## config.mk

```make
export PLATFORM = sky130hd
export DESIGN_NAME = sdf_stage_controller
export DESIGN_NICKNAME = d
export VERILOG_FILES = /design/src/rtl/sdf_pkg.sv /design/src/rtl/sdf_stage_controller.sv
export SDC_FILE = /design/constraint.sdc
export NUM_CORES = 1
export LEC_CHECK = 0
export BUFFER_PORTS_ARGS = -buffer_cell sky130_fd_sc_hd__buf_2
export CORE_MARGIN = 2
export CORE_UTILIZATION = 53
export DETAILED_ROUTE_END_ITERATION = 10
export GPL_ROUTABILITY_DRIVEN = 0
export PLACE_DENSITY = 0.8
export SETUP_SLACK_MARGIN = 0.4
export SKIP_CTS_REPAIR_TIMING = 1
export SYNTH_ARGS = -nofsm -noshare
export SYNTH_HDL_FRONTEND = slang
export SYNTH_SLANG_ARGS = --single-unit
```

## constraint.sdc

```tcl
create_clock -name clk -period 1.95 [get_ports clk]
set_clock_uncertainty 0.05 [all_clocks]
set_input_delay 0.39 -clock clk [delete_from_list [all_inputs] [get_ports clk]]
set_output_delay 0.39 -clock clk [all_outputs]
set_load 0.01 [all_outputs]
```

## src/rtl/sdf_pkg.sv

```systemverilog
// Shared definitions for the R2SDF FFT stage controllers: FSM state encoding
// and the frame-counter width helper.
package sdf_pkg;

  typedef enum logic [1:0] {
    IDLE  = 2'd0,
    FILL  = 2'd1,
    RUN   = 2'd2,
    FLUSH = 2'd3
  } sdf_state_e;

  // Counter spans one stage frame of 2*delay samples.
  function automatic int cnt_width(input int delay);
    return $clog2(2 * delay);
  endfunction

endpackage

```

## src/rtl/sdf_stage_controller.sv

```systemverilog
// Sequencer for one radix-2 single-path delay-feedback FFT stage: counts the
// 2*delay-sample frame and drives butterfly select, twiddle address and output framing.
module sdf_stage_controller
  import sdf_pkg::*;
#(
  parameter int delay     = 8,
  parameter int tw_stride = 1,
  parameter int tw_width  = 4
) (
  input  logic                clk,
  input  logic                rst,
  input  logic                in_valid,
  input  logic                in_sop,
  output logic                bf_sel,
  output logic [tw_width-1:0] tw_addr,
  output logic                out_valid,
  output logic                out_sop,
  output logic                out_eop,
  output logic                err
);

  localparam int CW = cnt_width(delay);
  localparam int AW = $clog2(delay);
  localparam logic [CW-1:0] CNT_ONE  = CW'(1);
  localparam logic [CW-1:0] CNT_LAST = CW'(delay - 1);
  localparam logic [CW-1:0] CNT_MID  = CW'(delay);

  sdf_state_e          state_q, state_d;
  logic [CW-1:0]       cnt_q, cnt_d;
  logic                err_q, err_d;
  logic                valid_c;
  logic                bf_c;
  logic                abort_c;
  logic [tw_width-1:0] tw_prod;

  always_comb begin
    state_d = state_q;
    cnt_d   = cnt_q;
    valid_c = 1'b0;
    bf_c    = 1'b0;
    abort_c = 1'b0;
    case (state_q)
      IDLE: begin
        if (in_valid) begin
          if (in_sop) begin
            state_d = FILL;
            cnt_d   = CNT_ONE;
          end else begin
            abort_c = 1'b1;
          end
        end
      end
      FILL: begin
        // cnt never returns to 0 while filling, so any in_sop here is misplaced.
        if (!in_valid || in_sop) begin
          abort_c = 1'b1;
        end else begin
          cnt_d = cnt_q + CNT_ONE;
          if (cnt_q == CNT_LAST) state_d = RUN;
        end
      end
      RUN: begin
        if (in_valid) begin
          if (in_sop && cnt_q != '0) begin
            abort_c = 1'b1;
          end else begin
            valid_c = 1'b1;
            bf_c    = cnt_q[CW-1];
            cnt_d   = cnt_q + CNT_ONE;
          end
        end else if (cnt_q == '0) begin
          valid_c = 1'b1;
          state_d = FLUSH;
          cnt_d   = CNT_ONE;
        end else begin
          abort_c = 1'b1;
        end
      end
      FLUSH: begin
        if (in_valid) begin
          abort_c = 1'b1;
        end else begin
          valid_c = 1'b1;
          cnt_d   = cnt_q + CNT_ONE;
          if (cnt_q == CNT_LAST) begin
            state_d = IDLE;
            cnt_d   = '0;
          end
        end
      end
      default: state_d = IDLE;
    endcase
    // A violation drops the sample and silences the outputs for this cycle.
    if (abort_c) begin
      state_d = IDLE;
      cnt_d   = '0;
    end
    err_d = abort_c;
  end

  always_comb begin
    tw_prod   = tw_width'(32'(cnt_q[AW-1:0]) * tw_stride);
    bf_sel    = bf_c;
    out_valid = valid_c;
    tw_addr   = (valid_c && !bf_c) ? tw_prod : '0;
    out_sop   = valid_c && (cnt_q == CNT_MID);
    out_eop   = valid_c && (cnt_q == CNT_LAST) && (state_q != FILL);
  end

  always_ff @(posedge clk) begin
    if (rst) begin
      state_q <= IDLE;
      cnt_q   <= '0;
      err_q   <= 1'b0;
    end else begin
      state_q <= state_d;
      cnt_q   <= cnt_d;
      err_q   <= err_d;
    end
  end

  assign err = err_q;

endmodule

```

-- After elaboration in Yosys (flattened, before gate mapping)
Index checks and enable logic that the tools add are counted.
- add/subtract/negate cells: 1
- eq/ne operators: 16
- muxes and demuxes: 35
- reduce and logical (&&, ||, !) cells: 14
- operators by type and width (kind ; number):
    $mux W4 ; 8
    $mux W2 ; 8
    $ne A2 B2 Y1 const B ; 8
    $pmux W4 S4 ; 1
    $mux W1 ; 14
    $pmux W2 S4 ; 1
    $reduce_and A8 Y1 ; 1
    $ne A3 B3 Y1 const B ; 2
    $reduce_and A6 Y1 ; 1
    $logic_and A1 B1 Y1 ; 5
    $add A4 B1 Y4 const B ; 1
    $eq A2 B2 Y1 const B ; 2
    $eq A4 B3 Y1 const B ; 1
    $eq A4 B4 Y1 const B ; 1
    $logic_not A4 Y1 ; 1
    $pmux W1 S4 ; 1
    $reduce_bool A4 Y1 ; 1
    $mux W3 ; 1
    $eq A2 B1 Y1 const B ; 1
    $logic_not A1 Y1 ; 2
    $logic_not A2 Y1 ; 1
    $ne A2 B1 Y1 const B ; 1
    $pmux W1 S2 ; 1
    $reduce_or A2 Y1 ; 1
    $logic_or A1 B1 Y1 ; 1
- flip-flop bits (word level): 7
- input port bits: 4
- output and inout bits: 9
- logic and storage cells: 69

-- Logic depth before layout (Yosys ltp)
Gate-level depths: netlist (run 1).
- depth in word-level cells: 8
- depth in mapped cells: 7

-- Worst setup path after synthesis (run 1)
No wires, ideal clock.
- path kind: register to output
- start point: register state_q[0]
- end point: output tw_addr[2]
- arrival time: 1.518 ns
- setup slack: -0.008 ns
- stages on the path, launching flop included: 6
- path through: dfxtp_1 > inv_1 > ha_1 > inv_2 > or3_2 > a21boi_0
- word-level cells in the longest chain between the ends: 5
- elaborated cells between the ends (all ways): 7
- those cells by class: eq/ne (2); mux (3); reduce/logical (2)
- ends and longest elaborated chain (element ; RTL line ; RTL):
    start, declared ; sdf_stage_controller.sv:28 ; sdf_state_e state_q, state_d;
    start signal, assigned ; sdf_stage_controller.sv:116 ; state_q <= state_d;
    $eq A2 B2 Y1 ; sdf_stage_controller.sv:42 ; case (state_q)
    $mux W1 ; sdf_stage_controller.sv:42 ;
    $logic_not A1 Y1 ; sdf_stage_controller.sv:105 ; tw_addr = (valid_c && !bf_c) ? tw_prod : '0;
    $logic_and A1 B1 Y1 * ; sdf_stage_controller.sv:105 ;
    $mux W3 * ; sdf_stage_controller.sv:105 ;
    end, declared ; sdf_stage_controller.sv:15 ; output logic [tw_width-1:0] tw_addr,
Mark *: on every way between the ends. The rest lies on a longest branch, timed or not.

-- Worst setup path after layout (run 1)
- start point: register cnt_q[1]
- end point: output tw_addr[0]
- word-level cells in the longest chain between the ends: 8
- elaborated cells between the ends (all ways): 13
- those cells by class: mux (8); reduce/logical (5)
- ends and longest elaborated chain (element ; RTL line ; RTL):
    start, declared ; sdf_stage_controller.sv:29 ; logic [CW-1:0] cnt_q, cnt_d;
    start signal, assigned ; sdf_stage_controller.sv:117 ; cnt_q <= cnt_d;
    $reduce_bool A4 Y1 ; sdf_stage_controller.sv:64 ; if (in_sop && cnt_q != '0) begin
    $logic_and A1 B1 Y1 ; sdf_stage_controller.sv:64 ;
    $mux W1 ; sdf_stage_controller.sv:64 ;
    $mux W1 ; sdf_stage_controller.sv:63 ; if (in_valid) begin
    $mux W1 ; sdf_stage_controller.sv:42 ;
    $logic_not A1 Y1 ; sdf_stage_controller.sv:105 ;
    $logic_and A1 B1 Y1 * ; sdf_stage_controller.sv:105 ;
    $mux W3 * ; sdf_stage_controller.sv:105 ;
Marks and branches as above.

==> reports/metrics.yaml, run 1 <==
p_seq_share_pct: 23.8
io_pins: 13
port_buffers: 11
status: "finished with violations"
setup_slack_ns: -0.1330
endpoint: "tw_addr[0]"
antenna_found_initial: 0
cp.arrival_ns: 1.64
crit_chain: "inv_4 -> ha_4 -> and2b_1 -> nor2_1 -> or3_4 -> a21oi_2 -> buf_2"
area_growth_pct: 37.50
clock-sinks: 7
cp-start-kind: "register"
synthTopCellsByArea: "dfxtp_1 (19%), ha_1 (12%), a21oi_1 (6.2%)"
dp_slack_ns: 0.08224
path_depth: 7
yosys_warnings: 0
critPathCaptureType: "primary output"
synth_top_cell_by_area: "dfxtp_1"
synth_fp_nets: 100
synth_ff_type: "dfxtp_1"
clkPwrFrac_pct: 15.9
hold_violations: 0
final_nets: 120
htreeDepth: 1
syn_avg_cell_area_um2: 8.210
synth-edff-count: 0
grt_pass1_vias: 591
grt_setup_unrepaired: "yes"
powerDensity_nw_per_um2: 888.5
syn_area_um2: 730.7
fmax_mhz: 480.1
clockRootBuffer: "clkbuf_4"
crit_path_max_incr_delay_ns: 0.36
r2r_slack_ns: 0.14
drive_above_1_share_pct: 50.93
stdcell_count: 123
cp_max_fo: 4
numCtsBuffers: 3
final_antenna_net_count: 0
die_w_um: 41.13
antenna_cells: 0
period_needed_ns: 2.083
maxCapViolCount: 0
whs_path_depth: 2
ys_ff_latch: 7
drt-wirelength-per-cell_um: 15.44
cts_max_path_buffers: 2
drtIter0Drc: 31
grt_overflow: 0
dp_hpwl_um: 1298
yosys.cell_types.count: 41
netlist_instances: 89
rr_endpoint: "cnt_q[3]$_SDFFE_PP0P_"
crit_type: "register to primary output"
r2r_cells: 6
placementRows: 13
worst_r2r_startpoint: "cnt_q[1]$_SDFFE_PP0P_"
dr.pass1.iters: 4
switchingPower_mw: 0.3852
critPathBufInv: 2
p_comb_share_pct: 60.3
grt_max_degree: 12
layout_common_cells: "buf_2 (8), buf_4 (8), a21oi_1 (7)"
fp.coreArea_um2: 1301
p_int_mw: 0.5074
setup_viol: 5
violations: "negative setup slack"
initial_core_util_pct: 56.15
routed_wl_um: 1899
dieArea_um2: 1692
die_h_um: 41.13
cts_tree: "yes"
switching_share_pct: 43.15
startpoint: "cnt_q[1]$_SDFFE_PP0P_"
vias: 769
dp_cells: 112
cpMaxStageDelayCell: "dfxtp_4"
max-vdd-ir-drop_mv: 0.5797
ys_seq_area_share_pct: 19.18
period_share_pct: 106.8
p_leak_nw: 0.3720
cp_top_family: "simple AND/OR/NAND/NOR gates"
via_per_inst: 6.252
finalPower_mw: 0.8926
hp-class: "primary input to register"
drv_slew: 0
ys_async_sr_fraction_pct: 0
clkTransAtPathRegs_ns: 0.06
grt_pass1_wl_um: 2566
clock_insertion_delay_worst_skew_ns: 0.27
synth_top_cell_area_share_pct: 19.18
drcViolationCount: 0
crit_required_ns: 1.51
globalRouteTotalUtil_pct: 23.47
==> final cells by class <==
cell class | count | area (um^2)
Multi-Input combinational cell | 71 | 628.1
Inverter | 6 | 30.03
Clock inverter | 1 | 5.005
Tap cell | 15 | 18.77
Fill cell | 92 | 296.5
Clock buffer | 3 | 22.52
Timing Repair Buffer | 20 | 145.1
Sequential cell | 7 | 155.1
==> flip-flops by register name, summed over array words and instances, names as in the netlist <==
register / flops
err: 1
cnt_q: 4
state_q: 2
==> worst min-delay path by stage <==
stage | from | endpoint | slack [ns]
after floorplan | rst | err$_SDFF_PP0_ | 0.41
after global placement | cnt_q[1]$_SDFFE_PP0P_ | cnt_q[1]$_SDFFE_PP0P_ | 0.44
after detailed placement | cnt_q[1]$_SDFFE_PP0P_ | cnt_q[1]$_SDFFE_PP0P_ | 0.46
after CTS | rst | err$_SDFF_PP0_ | 0.26
after global routing | rst | err$_SDFF_PP0_ | 0.27
final | rst | err$_SDFF_PP0_ | 0.27
==> per-stage QoR <==
stage	TNS, ns	hold WS, ns	instance area (um^2)	util, %
6_report	-0.5204	0.2690	1005	77.21
5_1_grt	-1.069	0.2688	1005	77.21
4_1_cts	-0.5265	0.2634	895.9	68.85
3_5_place_dp	0	0.4585	868.3	66.73
3_3_place_gp	0	0.4399	868.3	66.73
2_1_floorplan	0	0.4062	818.3	-
==> logic make-up (layout without fill, tap and decap cells) <==
family / Yosys count / after routing / share of synthesized area [%]
other cells: 1 / 1 / 0.5132
mux: 1 / 1 / 1.541
buf+inv: 11 / 30 / 8.389
fa+ha+maj: 7 / 7 / 11.99
simple gates: 33 / 33 / 28.77
compound gates: 29 / 29 / 29.62
flops: 7 / 7 / 19.18
==> layer usage <==
layer	up-vias	track usage (%)	share of wire [%]
met5	-	0	0
li1	370	-	-
met2	29	39.84	52
met1	366	27.65	40
met4	0	4.032	1.5
met3	4	9.783	5.7
==> synth_stat cells (all sizes together) (3+ instances only) <==
| cell type | n |
|---|---|
| nand2b | 4 |
| buf | 4 |
| dfxtp | 7 |
| a21oi | 9 |
| nor2 | 5 |
| nor3 | 3 |
| a211oi | 3 |
| ha | 7 |
| inv | 6 |
| o21ai | 6 |
| nand3 | 4 |
==> power by group through the flow <==
stage / logic, mW / registers, mW / clock network (mW)
global route: 0.599 / 0.218 / 0.153
detailed placement: 0.434 / 0.208 / 0
CTS: 0.436 / 0.205 / 0.144
finish: 0.538 / 0.213 / 0.142
floorplan: 0.351 / 0.207 / 0
global placement: 0.417 / 0.209 / 0
==> worst reg2reg max path: stages (launching register included) <==
cell     delay, ns
dfxtp_4       0.38
inv_4         0.05
ha_4          0.15
nor3b_2       0.17
or3_1         0.51
a31oi_4       0.31
a31oi_1       0.09
(Power assumes the default switching activity.)
==> inputs of run 2 (changes only) <==
--- a/config.mk
+++ b/config.mk
@@ -5,12 +5,13 @@
 export SDC_FILE = /design/constraint.sdc
 export NUM_CORES = 1
 export LEC_CHECK = 0
+export ABC_AREA = 1
 export BUFFER_PORTS_ARGS = -buffer_cell sky130_fd_sc_hd__buf_2
-export CORE_MARGIN = 2
-export CORE_UTILIZATION = 53
+export CORE_AREA = 2 2 39 41
 export DETAILED_ROUTE_END_ITERATION = 10
+export DIE_AREA = 0 0 41 43
 export GPL_ROUTABILITY_DRIVEN = 0
-export PLACE_DENSITY = 0.8
+export PLACE_DENSITY = 0.77
 export SETUP_SLACK_MARGIN = 0.4
 export SKIP_CTS_REPAIR_TIMING = 1
 export SYNTH_ARGS = -nofsm -noshare
==> run 2 against run 1 <==
The run now ends clean. Critical path depth rose by 2. Clock power hardly changed. Fmax up 9.3%. Worst setup slack improved by 0.18 ns. Combinational power decreased by 16%. Critical path type unchanged.
==> reports/metrics.yaml, run 2 <==
status: "finished clean"
syn_avg_cell_area_um2: 6.129
period_share_pct: 97.72
clockRootBuffer: "clkbuf_4"
io_pins: 13
grt_setup_unrepaired: "yes"
grt_overflow: 0
drtIter0Drc: 10
hold_violations: 0
setup_viol: 0
die_w_um: 41
clock-sinks: 7
synth_ff_type: "dfxtp_1"
vias: 733
drv_slew: 0
die_h_um: 43
crit_type: "register to primary output"
largest_register_ff_count: 4
drcViolationCount: 0
clock_insertion_delay_worst_skew_ns: 0.26
hp-class: "primary input to register"
dieArea_um2: 1763
via_per_inst: 5.090
drt-wirelength-per-cell_um: 12.31
synth_top_cell_area_share_pct: 21.17
cts_max_path_buffers: 2
clkTransAtPathRegs_ns: 0.06
regMostFlops: "cnt_q"
cts_tree: "yes"
grt_pass1_wl_um: 2566
period_needed_ns: 1.905
port_buffers: 11
drive_above_1_share_pct: 44.53
yosysMostFrequentCell: "nand2_1"
cp.arrival_ns: 1.47
p_leak_nw: 0.4082
cp_max_fo: 3
mostFrequentLayoutCell: "nand2_1"
antenna_cells: 0
ys_ff_latch: 7
highest_layer: "met4"
powerDensity_nw_per_um2: 866.5
tns_ns: 0
antenna_found_initial: 0
htreeDepth: 1
route.met3.wl_um: 39
final_antenna_net_count: 0
grt_pass1_vias: 676
placementRows: 14
synth-edff-count: 0
finalPower_mw: 0.7958
syn_area_um2: 661.9
dp_hpwl_um: 1219
fin_util_pct: 66.37
fp.coreArea_um2: 1384
numCtsBuffers: 3
area_growth_pct: 38.75
critPathCaptureType: "primary output"
synthTopCellsByArea: "dfxtp_1 (21%), nand2_1 (18%), ha_1 (13%)"
synth_fp_nets: 119
routed_wl_um: 1773
netlist_instances: 108
globalRouteTotalUtil_pct: 21.25
layout_common_cells: "nand2_1 (28), inv_1 (12), nand3_1 (12)"
max-vdd-ir-drop_mv: 0.5429
yosys_warnings: 0
yosys.cell_types.count: 18
synth_commonest_cells: "nand2_1 (32), inv_1 (16), nor2_1 (14)"
crit_required_ns: 1.51
grt_max_degree: 7
initial_core_util_pct: 47.83
final_nets: 140
fmax_mhz: 524.8
cp-start-kind: "register"
synth_top_cell_by_area: "dfxtp_1"
dr.pass1.iters: 4
ys_seq_area_share_pct: 21.17
ys_async_sr_fraction_pct: 0
drt-met1-wl_um: 692
dr_wl_met2_um: 965
maxCapViolCount: 0
[run 2: cell types whose count changed after synthesis, moves of 4 or more]
cell / previous run / this run
a21oi_2: 0 / 5
o21ai_0: 6 / 2
nand3_1: 4 / 12
nand2_1: 2 / 32
inv_1: 5 / 16
nor2_1: 5 / 14
nand2b_1: 4 / 0
a21oi_1: 9 / 2
[run 2: routing by layer]
layer | global-route usage (%) | vias up
met3 | 3.141 | 9
met5 | 0 | -
met2 | 35.31 | 16
met4 | 14.00 | 0
met1 | 23.05 | 330
li1 | - | 378
[run 2: area by class of cell]
type | instances | area, um^2
inverters | 16 | 67.56
repair buffers | 17 | 106.4
well taps | 16 | 20.02
fillers | 129 | 465.4
flip-flops and latches | 7 | 152.6
multi-input cells | 84 | 545.5
clock buffers | 4 | 26.28
[run 2: worst paths after layout]
check	from	endpoint	slack, ns	cells after the start
hold / removal	rst	err$_SDFF_PP0_	0.24	2
hold reg to reg	state_q[0]$_SDFFE_PP0P_	state_q[0]$_SDFFE_PP0P_	0.48	2
setup reg to reg	cnt_q[0]$_SDFFE_PP0P_	cnt_q[2]$_SDFFE_PP0P_	0.43	12
setup / recovery	cnt_q[1]$_SDFFE_PP0P_	tw_addr[0]	0.04	9
[run 2: per-stage QoR]
step | cell area, um^2 | worst slack (ns) | hold WS (ns) | instances
after floorplan | 693.2 | 0.4079 | 0.4124 | 108
after global placement | 760.7 | 0.2748 | 0.4492 | 134
after detailed placement | 760.7 | 0.2497 | 0.4586 | 134
after CTS | 787.0 | -0.01355 | 0.2426 | 138
after global routing | 918.4 | -0.04052 | 0.2573 | 144
final | 918.4 | 0.04453 | 0.2419 | 144
[run 2: logic make-up (layout without fill, tap and decap cells)]
logic type,count (synthesis),count (layout),share of synthesized area (%)
adder cells (fa/ha/maj),7,7,13.23
other,1,1,0.5666
buffers and inverters,17,37,10.21
AND/OR/NAND/NOR,66,66,43.86
flip-flops,7,7,21.17
AO/OA/AOI/OAI,10,10,10.96
[run 2: where the power goes]
part           internal [mW]  total (mW)  switching, mW
combinational          0.180       0.452          0.272
sequential             0.170       0.204         0.0340
clock                 0.0786       0.140         0.0616
[run 2: worst max-delay path: stages (launching register included)]
cell     delay, ns
dfxtp_4       0.36
inv_4         0.06
ha_4          0.14
nand2_2       0.07
nand2_2       0.10
nand2_2       0.08
o21ai_4       0.09
o21ai_4       0.10
nor2_2        0.08
buf_2         0.13
